`config.mk`:
```
export PLATFORM = sky130hd
export DESIGN_NAME = coherence_bus_ctrl
export DESIGN_NICKNAME = d
export VERILOG_FILES = /design/src/rtl/cpu_types_pkg.sv /design/src/rtl/rr_arbiter.sv /design/src/rtl/coherence_bus_ctrl.sv
export SDC_FILE = /design/constraint.sdc
export NUM_CORES = 1
export LEC_CHECK = 0
export BUFFER_PORTS_ARGS = -buffer_cell sky130_fd_sc_hd__buf_2
export CAP_MARGIN = 10
export CORE_AREA = 3 3 196 198
export DETAILED_ROUTE_END_ITERATION = 7
export DIE_AREA = 0 0 199 201
export HOLD_SLACK_MARGIN = 0.08
export PLACE_DENSITY_LB_ADDON = 0.08
export RECOVER_POWER = 100
export SLEW_MARGIN = 30
export SYNTH_ARGS = -nofsm -noshare
export SYNTH_HDL_FRONTEND = slang
export SYNTH_HIERARCHICAL = 1
export SYNTH_SLANG_ARGS = --single-unit
```
`constraint.sdc`:
```
create_clock -name CLK -period 7.1 [get_ports CLK]
set_input_delay 2.13 -clock CLK [delete_from_list [all_inputs] [get_ports CLK]]
set_output_delay 2.13 -clock CLK [all_outputs]
set_load 0.05 [all_outputs]
```
`src/rtl/cpu_types_pkg.sv`:
```
// Shared CPU/memory-system types: memory handshake states, word type and
// the snooping bus controller state encoding.
package cpu_types_pkg;

    typedef logic [31:0] word_t;

    typedef enum logic [1:0] {
        FREE,
        BUSY,
        ACCESS,
        ERROR
    } ramstate_t;

    localparam int BLOCK_WORDS_DEFAULT = 2;

    typedef enum logic [2:0] {
        IDLE,
        IFETCH,
        DWB,
        SNOOP,
        C2C,
        MEMLD,
        UPGR
    } busctrl_state_t;

endpackage

```
`src/rtl/rr_arbiter.sv`:
```
// Round-robin selector: grants the first asserted request at or after ptr,
// wrapping by explicit compare so non-power-of-two N works.
module rr_arbiter #(
    parameter int N  = 2,
    parameter int PW = (N > 1) ? $clog2(N) : 1
) (
    input  logic          req [N],
    input  logic [PW-1:0] ptr,
    output logic          gnt_valid,
    output logic [PW-1:0] gnt_idx
);

    logic [PW-1:0] idx;

    always_comb begin
        gnt_valid = 1'b0;
        gnt_idx   = '0;
        idx       = ptr;
        for (int k = 0; k < N; k++) begin
            if (!gnt_valid && req[idx]) begin
                gnt_valid = 1'b1;
                gnt_idx   = idx;
            end
            idx = (idx == PW'(N - 1)) ? '0 : idx + PW'(1);
        end
    end

endmodule

```
`src/rtl/coherence_bus_ctrl.sv`:
```
// MSI snooping bus controller: arbitrates N icache/dcache pairs onto one
// memory port with cache-to-cache transfer and round-robin fairness.
module coherence_bus_ctrl
    import cpu_types_pkg::*;
#(
    parameter int CPUS        = 2,
    parameter int BLOCK_WORDS = BLOCK_WORDS_DEFAULT,
    parameter int CPUW        = $clog2(CPUS)
) (
    input  logic      CLK,
    input  logic      RST,
    input  logic      iREN         [CPUS],
    input  word_t     iaddr        [CPUS],
    output logic      iwait        [CPUS],
    output word_t     iload        [CPUS],
    input  logic      dREN         [CPUS],
    input  logic      dWEN         [CPUS],
    input  word_t     daddr        [CPUS],
    input  word_t     dstore       [CPUS],
    input  logic      cctrans      [CPUS],
    input  logic      ccwrite      [CPUS],
    input  logic      ccflushed    [CPUS],
    output logic      dwait        [CPUS],
    output word_t     dload        [CPUS],
    output logic      ccwait       [CPUS],
    output logic      ccinv        [CPUS],
    output word_t     ccsnoopaddr  [CPUS],
    output logic      snoopy_write [CPUS],
    output logic      ramREN,
    output logic      ramWEN,
    output word_t     ramaddr,
    output word_t     ramstore,
    input  word_t     ramload,
    input  ramstate_t ramstate
);

    localparam int                WCW       = (BLOCK_WORDS > 1) ? $clog2(BLOCK_WORDS) : 1;
    localparam word_t             BASE_MASK = ~word_t'(BLOCK_WORDS * 4 - 1);
    localparam logic [WCW-1:0]    LAST_WORD = WCW'(BLOCK_WORDS - 1);

    busctrl_state_t  state, next_state;
    logic [CPUW-1:0] req, sup, rr_d, rr_i;
    word_t           base;
    logic [WCW-1:0]  wcnt;
    logic            req_wr;

    logic            is_wb [CPUS];
    logic            is_miss [CPUS];
    logic            is_upg [CPUS];
    logic            dreq [CPUS];
    logic            d_gnt_valid, i_gnt_valid;
    logic [CPUW-1:0] d_gnt_idx, i_gnt_idx;
    logic            sup_found;
    logic [CPUW-1:0] sup_idx;
    logic            access, last_word;
    word_t           word_addr;

    assign access    = (ramstate == ACCESS);
    assign last_word = (wcnt == LAST_WORD);
    assign word_addr = base + (word_t'(wcnt) << 2);

    function automatic logic [CPUW-1:0] rr_next(input logic [CPUW-1:0] idx);
        return (idx == CPUW'(CPUS - 1)) ? '0 : idx + CPUW'(1);
    endfunction

    always_comb begin
        for (int i = 0; i < CPUS; i++) begin
            is_wb[i]   = dWEN[i] & ~cctrans[i];
            is_miss[i] = dREN[i] & cctrans[i];
            is_upg[i]  = cctrans[i] & ccwrite[i] & ~dREN[i] & ~dWEN[i];
            dreq[i]    = is_wb[i] | is_miss[i] | is_upg[i];
        end
    end

    rr_arbiter #(.N(CPUS), .PW(CPUW)) u_arb_d (
        .req       (dreq),
        .ptr       (rr_d),
        .gnt_valid (d_gnt_valid),
        .gnt_idx   (d_gnt_idx)
    );

    rr_arbiter #(.N(CPUS), .PW(CPUW)) u_arb_i (
        .req       (iREN),
        .ptr       (rr_i),
        .gnt_valid (i_gnt_valid),
        .gnt_idx   (i_gnt_idx)
    );

    // Descending scan so the lowest-index modified holder ends up as supplier.
    always_comb begin
        sup_found = 1'b0;
        sup_idx   = '0;
        for (int s = CPUS - 1; s >= 0; s--) begin
            if (s != int'(req) && !ccflushed[s] && dWEN[s]) begin
                sup_found = 1'b1;
                sup_idx   = CPUW'(s);
            end
        end
    end

    always_ff @(posedge CLK or posedge RST) begin
        if (RST) state <= IDLE;
        else     state <= next_state;
    end

    always_comb begin
        next_state = state;
        case (state)
            IDLE: begin
                if (d_gnt_valid) begin
                    if (is_wb[d_gnt_idx])        next_state = DWB;
                    else if (is_miss[d_gnt_idx]) next_state = SNOOP;
                    else                         next_state = UPGR;
                end else if (i_gnt_valid) begin
                    next_state = IFETCH;
                end
            end
            IFETCH:          if (access) next_state = IDLE;
            DWB, C2C, MEMLD: if (access && last_word) next_state = IDLE;
            SNOOP:           next_state = sup_found ? C2C : MEMLD;
            UPGR:            next_state = IDLE;
            default:         next_state = IDLE;
        endcase
    end

    always_ff @(posedge CLK or posedge RST) begin
        if (RST) begin
            req    <= '0;
            sup    <= '0;
            rr_d   <= '0;
            rr_i   <= '0;
            base   <= '0;
            wcnt   <= '0;
            req_wr <= 1'b0;
        end else begin
            case (state)
                IDLE: begin
                    wcnt <= '0;
                    if (d_gnt_valid) begin
                        req    <= d_gnt_idx;
                        base   <= daddr[d_gnt_idx] & BASE_MASK;
                        req_wr <= ccwrite[d_gnt_idx];
                    end else if (i_gnt_valid) begin
                        req <= i_gnt_idx;
                    end
                end
                IFETCH: if (access) rr_i <= rr_next(req);
                DWB, C2C, MEMLD: begin
                    if (access) begin
                        wcnt <= last_word ? '0 : wcnt + WCW'(1);
                        if (last_word) rr_d <= rr_next(req);
                    end
                end
                SNOOP: begin
                    sup  <= sup_idx;
                    wcnt <= '0;
                end
                UPGR:    rr_d <= rr_next(req);
                default: ;
            endcase
        end
    end

    always_comb begin
        ramREN   = 1'b0;
        ramWEN   = 1'b0;
        ramaddr  = '0;
        ramstore = '0;
        for (int i = 0; i < CPUS; i++) begin
            iwait[i]        = 1'b1;
            dwait[i]        = 1'b1;
            iload[i]        = '0;
            dload[i]        = '0;
            ccwait[i]       = 1'b0;
            ccinv[i]        = 1'b0;
            snoopy_write[i] = 1'b0;
            ccsnoopaddr[i]  = '0;
        end
        // Snoop signals persist from SNOOP until the transaction retires.
        if (state inside {SNOOP, C2C, MEMLD, UPGR}) begin
            for (int s = 0; s < CPUS; s++) begin
                if (s != int'(req) && !ccflushed[s]) begin
                    ccwait[s]       = 1'b1;
                    ccinv[s]        = req_wr;
                    snoopy_write[s] = req_wr;
                    ccsnoopaddr[s]  = base;
                end
            end
        end
        case (state)
            IFETCH: begin
                ramREN  = 1'b1;
                ramaddr = iaddr[req];
                if (access) begin
                    iwait[req] = 1'b0;
                    iload[req] = ramload;
                end
            end
            DWB: begin
                ramWEN   = 1'b1;
                ramaddr  = word_addr;
                ramstore = dstore[req];
                if (access) dwait[req] = 1'b0;
            end
            C2C: begin
                ramWEN     = 1'b1;
                ramaddr    = word_addr;
                ramstore   = dstore[sup];
                dload[req] = dstore[sup];
                if (access) begin
                    dwait[req] = 1'b0;
                    dwait[sup] = 1'b0;
                end
            end
            MEMLD: begin
                ramREN  = 1'b1;
                ramaddr = word_addr;
                if (access) begin
                    dwait[req] = 1'b0;
                    dload[req] = ramload;
                end
            end
            UPGR:    dwait[req] = 1'b0;
            default: ;
        endcase
    end

endmodule

```
==> impl_metrics.py, run 1 <==
metrics = {
    "status": {
        "outcome": "finished, violations left",
        "violations": "max-capacitance violations, max-slew violations",
    },
    "floorplan": {
        "die_w_um": 199,
        "ioPinCount": 508,
        "start_util": 0.139,
        "rows": 70,
        "core_um2": 36700,
        "dieArea_um2": 40000,
        "die_h_um": 201,
    },
    "sta": {
        "finalSetupTns_ps": 0,
        "finalHoldViolations": 0,
        "slew_headroom": -1.12,
        "fin_crit_sh": 0.920,
        "tightest_slew_ps": 3180,
        "skew_ps": 8.69,
        "setup_viol": 0,
        "drv_slew": 88,
        "period_needed_ps": 6530,
        "fmax_mhz": 153,
        "rsz0062_at_grt": "false",
    },
    "placement": {
        "place.gp.congestion": 0.767,
        "hpwl_um": 26600,
        "place_area_um2": 7990,
        "port-buffer-count": 495,
    },
    "final_layout": {
        "drive_gt1_frac": 0.282,
        "num-nets-final": 1411,
        "num-fill-cells": 4339,
        "syn2layout_area_growth_pct": 55.0,
        "postLayoutCellArea_um2": 7890,
    },
    "global_routing": {
        "overflow": 0,
        "antenna_found_initial": 7,
        "track_usage": 0.151,
        "grt_first_pass_wirelength_um": 45500,
        "first_global_vias": 6899,
        "grt_max_degree": 63,
    },
    "yosys": {
        "ys_ff_latch": 38,
        "synth_mux_area_frac": 0.233,
        "synth_edf_count": 0,
        "yosys.area_share.adder": 0,
        "synth-main-ff-cell": "dfrtp_1",
        "synth.avg_cell_area_um2": 7.09,
        "synth_compound_area_frac": 0.179,
        "syn_area_um2": 5090,
        "synth_top_family_by_area": "simple AND/OR/NAND/NOR gates",
        "synth-simple-area-share": 0.321,
        "yosysSeqAreaShare": 0.187,
        "yosys_warnings": 6,
        "synth-async-reset-ratio": 1.00,
        "synth-xor-area-share": 0.00172,
        "synthCells": 718,
        "synth_cell_types": 44,
    },
    "drt": {
        "antenna_left": 0,
        "drtIter0Drc": 271,
        "drc_errors": 0,
        "via_count": 6817,
        "viasPerCell": 4.15,
        "wl_per_cell_um": 19.6,
        "dr.pass1.iters": 5,
        "routed_wl_um": 32100,
    },
    "min_path": {
        "hp-class": "reg -> reg",
    },
    "clocking": {
        "post_cts_buffers": 0,
        "cts_sinks": 38,
        "clk_pin_slew_ps": 60,
        "cts_tree": "built",
        "numCtsBuffers": 5,
        "cts-root-buf": "clkbuf_16",
        "hold_buffers": 0,
        "cts_resized": 0,
        "insertion_delay_ps": 290,
        "clockBufferDepth": 2,
        "htree_levels": 2,
    },
    "critical_path": {
        "worst-path-max-fanout": 12,
        "crit_path_end_kind": "output pin",
        "critical_path_required_ps": 4970,
        "path_class": "in -> out",
        "crit_arrival_ps": 4400,
        "critPathLaunchType": "input port",
    },
    "power_and_ir_drop": {
        "intPower_mw": 1.16,
        "vdd_drop_max_uv": 177,
        "p_seq_frac": 0.145,
        "p_comb_frac": 0.771,
        "p_per_area_nw_per_um2": 449,
        "leakagePower_nw": 3.56,
        "net-switching-power_mw": 2.38,
        "p_sw_frac": 0.672,
        "clkPwrFrac": 0.085,
    },
    "flow_run": {
        "max_cap_violations": 2,
    },
}
-- per-layer routing --
metal | global-route usage | part of all wire
met1 | 0.161 | 0.37
met2 | 0.294 | 0.53
met3 | 0.0346 | 0.070
met4 | 0.0356 | 0.023
met5 | 0 | 0.0022
-- per-stage QoR --
step,power [mW],worst slack [ps],cells,util,hold WS [ps]
2_1_floorplan,2.59,1240,723,-,479
3_5_place_dp,3.38,936,1632,0.218,516
3_3_place_gp,3.39,937,1632,0.218,498
4_1_cts,3.69,930,1640,0.223,538
5_1_grt,3.79,413,1641,0.215,560
6_report,3.54,570,1642,0.215,526
-- critical path, stage by stage --
cell	delay, ps
clkbuf_1	80
and2b_1	330
and2_0	790
a21oi_1	300
nor2_1	250
clkbuf_1	500
-- logic make-up (layout without fill, tap and decap cells) --
kind of cell	Yosys count	count (layout)
XOR/XNOR	1	1
AO/OA/AOI/OAI	154	154
AND/OR/NAND/NOR	326	326
buffers and inverters	80	529
flip-flops	38	38
other	1	8
multiplexers	118	118
-- layout make-up --
class                           count  area, µm²  share of cell area
Clock buffer                        5        125              0.0159
Inverter                            8       32.5             0.00413
Clock inverter                      3       68.8             0.00873
Antenna cell                        2       5.00            0.000635
Sequential cell                    38        956               0.121
Timing Repair Buffer              513       2330               0.296
Tap cell                          468        586              0.0743
Multi-Input combinational cell    605       3780               0.479
-- power by group through the flow --
stage / registers [mW] / clock network, mW / logic [mW]
2_1_floorplan: 0.389 / 0 / 2.20
3_3_place_gp: 0.523 / 0 / 2.87
3_5_place_dp: 0.520 / 0 / 2.86
4_1_cts: 0.519 / 0.313 / 2.86
5_1_grt: 0.541 / 0.320 / 2.93
6_report: 0.512 / 0.300 / 2.73
-- cells in the mapped netlist, drive strengths merged (2+ instances only) --
cell type / count / area (µm²)
a21boi: 2 / 15.0
dfrtp: 38 / 951
nor2b: 4 / 25.0
nor2: 130 / 488
nand3b: 3 / 22.5
buf: 51 / 283
nor3: 5 / 50.1
mux2i: 115 / 1150
clkbuf: 21 / 80.1
nand2: 43 / 164
or2: 2 / 12.5
or3b: 2 / 17.5
inv: 8 / 32.5
and2: 126 / 788
o22ai: 23 / 156
o21ai: 40 / 200
nand2b: 5 / 31.3
a22o: 12 / 105
a32oi: 2 / 17.5
a31oi: 2 / 12.5
a21oi: 63 / 315
nand3: 4 / 20.0
mux2: 3 / 33.8
-- layout by cell type, fill, tap and decap left out, types with 2 or more instances in the layout --
cell type	count
buf_2	295
clkbuf_1	207
nor2_1	130
and2_1	122
mux2i_1	115
a21oi_1	63
nand2_1	42
o21ai_0	40
dfrtp_1	36
o22ai_1	22
a22o_1	12
buf_4	10
inv_1	6
conb_1	6
nand2b_1	5
clkbuf_16	5
nor2b_1	4
and2_0	4
nand3_1	4
mux2_2	3
nand3b_1	3
nor3_4	3
diode_2	2
a31oi_1	2
a32oi_1	2
bufinv_16	2
-- registers in the layout, indices dropped and copies added, names as in the netlist --
name and cells:
req_wr 1, req 1, sup 1, rr_d 1, base 29, rr_i 1
last_word 1, state 3
-- final timing paths --
check,from,endpoint,slack (ps),cells past startpoint
worst max-delay path,ramstate[0],dload[24],570,6
worst min-delay path,rr_i$_DFFE_PP0P_,rr_i$_DFFE_PP0P_,530,1
worst max register to register,state[2]$_DFFE_PP0P_,base[16]$_DFFE_PP0P_,3320,3
worst min register to register,rr_i$_DFFE_PP0P_,rr_i$_DFFE_PP0P_,530,1
max in group asynchronous,RST,base[26]$_DFFE_PP0P_,3600,3
min in group asynchronous,RST,base[15]$_DFFE_PP0P_,1860,2
Power figures use the tool's default switching activity.
==> run 2, diff against run 1 <==
clock period = 7.63 ns   (was 7.1 ns; I/O delays follow)
==> impl_metrics.py, run 2 (synthesis results as in run 1) <==
metrics = {
    "status": {
        "outcome": "finished, violations left",
        "violations": "max-capacitance violations, max-slew violations",
    },
    "drt": {
        "wl_per_cell_um": 19.5,
        "via_count": 6787,
        "routed_wl_um": 32100,
        "drtIter0Drc": 225,
        "drc_errors": 0,
        "viasPerCell": 4.13,
        "dr.pass1.iters": 4,
        "antenna_left": 0,
    },
    "floorplan": {
        "core_um2": 36700,
        "dieArea_um2": 40000,
        "die_h_um": 201,
        "die_w_um": 199,
        "ioPinCount": 508,
        "rows": 70,
        "start_util": 0.139,
    },
    "critical_path": {
        "critical_path_required_ps": 5340,
        "crit_path_end_kind": "output pin",
        "critPathMaxStageDelay_ps": 1000,
        "reg2reg_from": "state[2]$_DFFE_PP0P_",
        "path_buf_inv": 3,
        "cp_slowest_cell": "clkbuf_1",
        "critPathTopFamily": "buffers and inverters",
        "worstPathCellList": "clkbuf_1, nand2b_1, nor3_4, clkbuf_1, and2_1, clkbuf_1",
        "critPathLaunchType": "input port",
        "path_class": "in -> out",
        "rrSetupSlack_ps": 3960,
        "reg2reg_to": "base[16]$_DFFE_PP0P_",
        "crit_arrival_ps": 4600,
        "worst-path-max-fanout": 33,
        "crit_top_cell": "clkbuf_1",
        "worstRegToRegCells": 3,
    },
    "global_routing": {
        "overflow": 0,
        "grt_max_degree": 63,
        "grt_first_pass_wirelength_um": 45500,
        "track_usage": 0.151,
        "antenna_found_initial": 6,
        "first_global_vias": 6949,
    },
    "sta": {
        "period_needed_ps": 6890,
        "slew_headroom": -1.07,
        "rsz0062_at_grt": "false",
        "skew_ps": 11.8,
        "setup_ws_ps": 744,
        "tightest_slew_ps": 3100,
        "fin_crit_sh": 0.903,
        "setup_viol": 0,
        "finalHoldViolations": 0,
        "finalSetupTns_ps": 0,
        "fmax_mhz": 145,
        "drv_slew": 88,
    },
    "clocking": {
        "hold_buffers": 0,
        "cts_sinks": 38,
        "cts_tree": "built",
        "insertion_delay_ps": 300,
        "clk_pin_slew_ps": 60,
        "post_cts_buffers": 0,
        "numCtsBuffers": 5,
        "cts_resized": 0,
        "clockBufferDepth": 2,
        "htree_levels": 2,
        "cts-root-buf": "clkbuf_16",
    },
    "min_path": {
        "hp-class": "reg -> reg",
        "hold_end": "rr_i$_DFFE_PP0P_",
        "worstHoldStart": "rr_i$_DFFE_PP0P_",
        "whs_path_depth": 1,
    },
    "placement": {
        "port-buffer-count": 495,
        "place.gp.congestion": 0.765,
        "hpwl_um": 26600,
        "place_ws_ps": 1140,
    },
    "final_layout": {
        "final_cell_mix": "297 x buf_2, 205 x clkbuf_1, 130 x nor2_1",
        "top_register": "base",
        "drive_gt1_frac": 0.282,
        "num-fill-cells": 4309,
        "largestRegisters": "base: 29 flops, state: 3 flops",
        "final_common_cell": "buf_2",
        "syn2layout_area_growth_pct": 54.9,
        "multi_input_area_um2": 3770,
        "fin_util": 0.215,
        "largest_reg_flops": 29,
        "seq_area_um2": 956,
        "num-nets-final": 1411,
    },
    "power_and_ir_drop": {
        "p_per_area_nw_per_um2": 419,
        "vdd_drop_max_uv": 172,
        "leakagePower_nw": 3.57,
    },
    "flow_run": {
        "max_cap_violations": 2,
    },
}
## run 2: cell count changes in the layout (fill, tap and decap cells not counted)
cell      delta
buf_2        +2
clkbuf_1     -2
and2_0       +1
and2_1       -1
buf_4        -1
buf_6        +1
nor3_1       +1
nor3_4       -1
## run 2: worst max path at each step
stage | start | to | cells after the start
5_1_grt | ramstate[0] | iload[38] | 6
3_3_place_gp | ramstate[0] | dload[54] | 7
2_1_floorplan | ramstate[0] | dload[54] | 6
4_1_cts | ramstate[0] | dload[54] | 7
3_5_place_dp | ramstate[0] | dload[54] | 7
6_report | ramstate[0] | iload[57] | 6
## run 2: worst reg2reg max path, delay by kind of cell (launching register included)
kind | cells | cell delay [ps]
DFF | 1 | 540
AOI/OAI and AO/OA | 1 | 210
and+or+nand+nor | 2 | 2660
## run 2: per-layer routing
metal / GRT usage / share of wire
met1: 0.155 / 0.37
met2: 0.301 / 0.54
met3: 0.0378 / 0.074
met4: 0.0341 / 0.017
met5: 0 / 0.0015
## run 2: area by class of cell
cell class	instances	area share
multi-input combinational	605	0.478
timing repair buffer	513	0.297
tap	468	0.0743
sequential	38	0.121
clock inverter	3	0.00873
antenna	2	0.000635
inverter	8	0.00413
clock buffer	5	0.0159
## run 2: stage by stage
step / power, mW / cells / hold WS [ps] / instance area, µm²
after CTS: 3.45 / 1640 / 516 / 8180
after detailed placement: 3.15 / 1632 / 502 / 7990
after floorplan: 2.41 / 723 / 479 / 5110
final: 3.30 / 1642 / 523 / 7880
after global routing: 3.52 / 1642 / 529 / 7880
after global placement: 3.15 / 1631 / 500 / 7980
## run 2: power breakdown
group          leakage, nW  total, mW  switching [mW]  internal [mW]
Combinational         3.05       2.55            1.96          0.590
Sequential           0.426      0.463           0.160          0.303
Clock               0.0940      0.285          0.0970          0.188
Total                 3.57       3.30            2.22           1.08
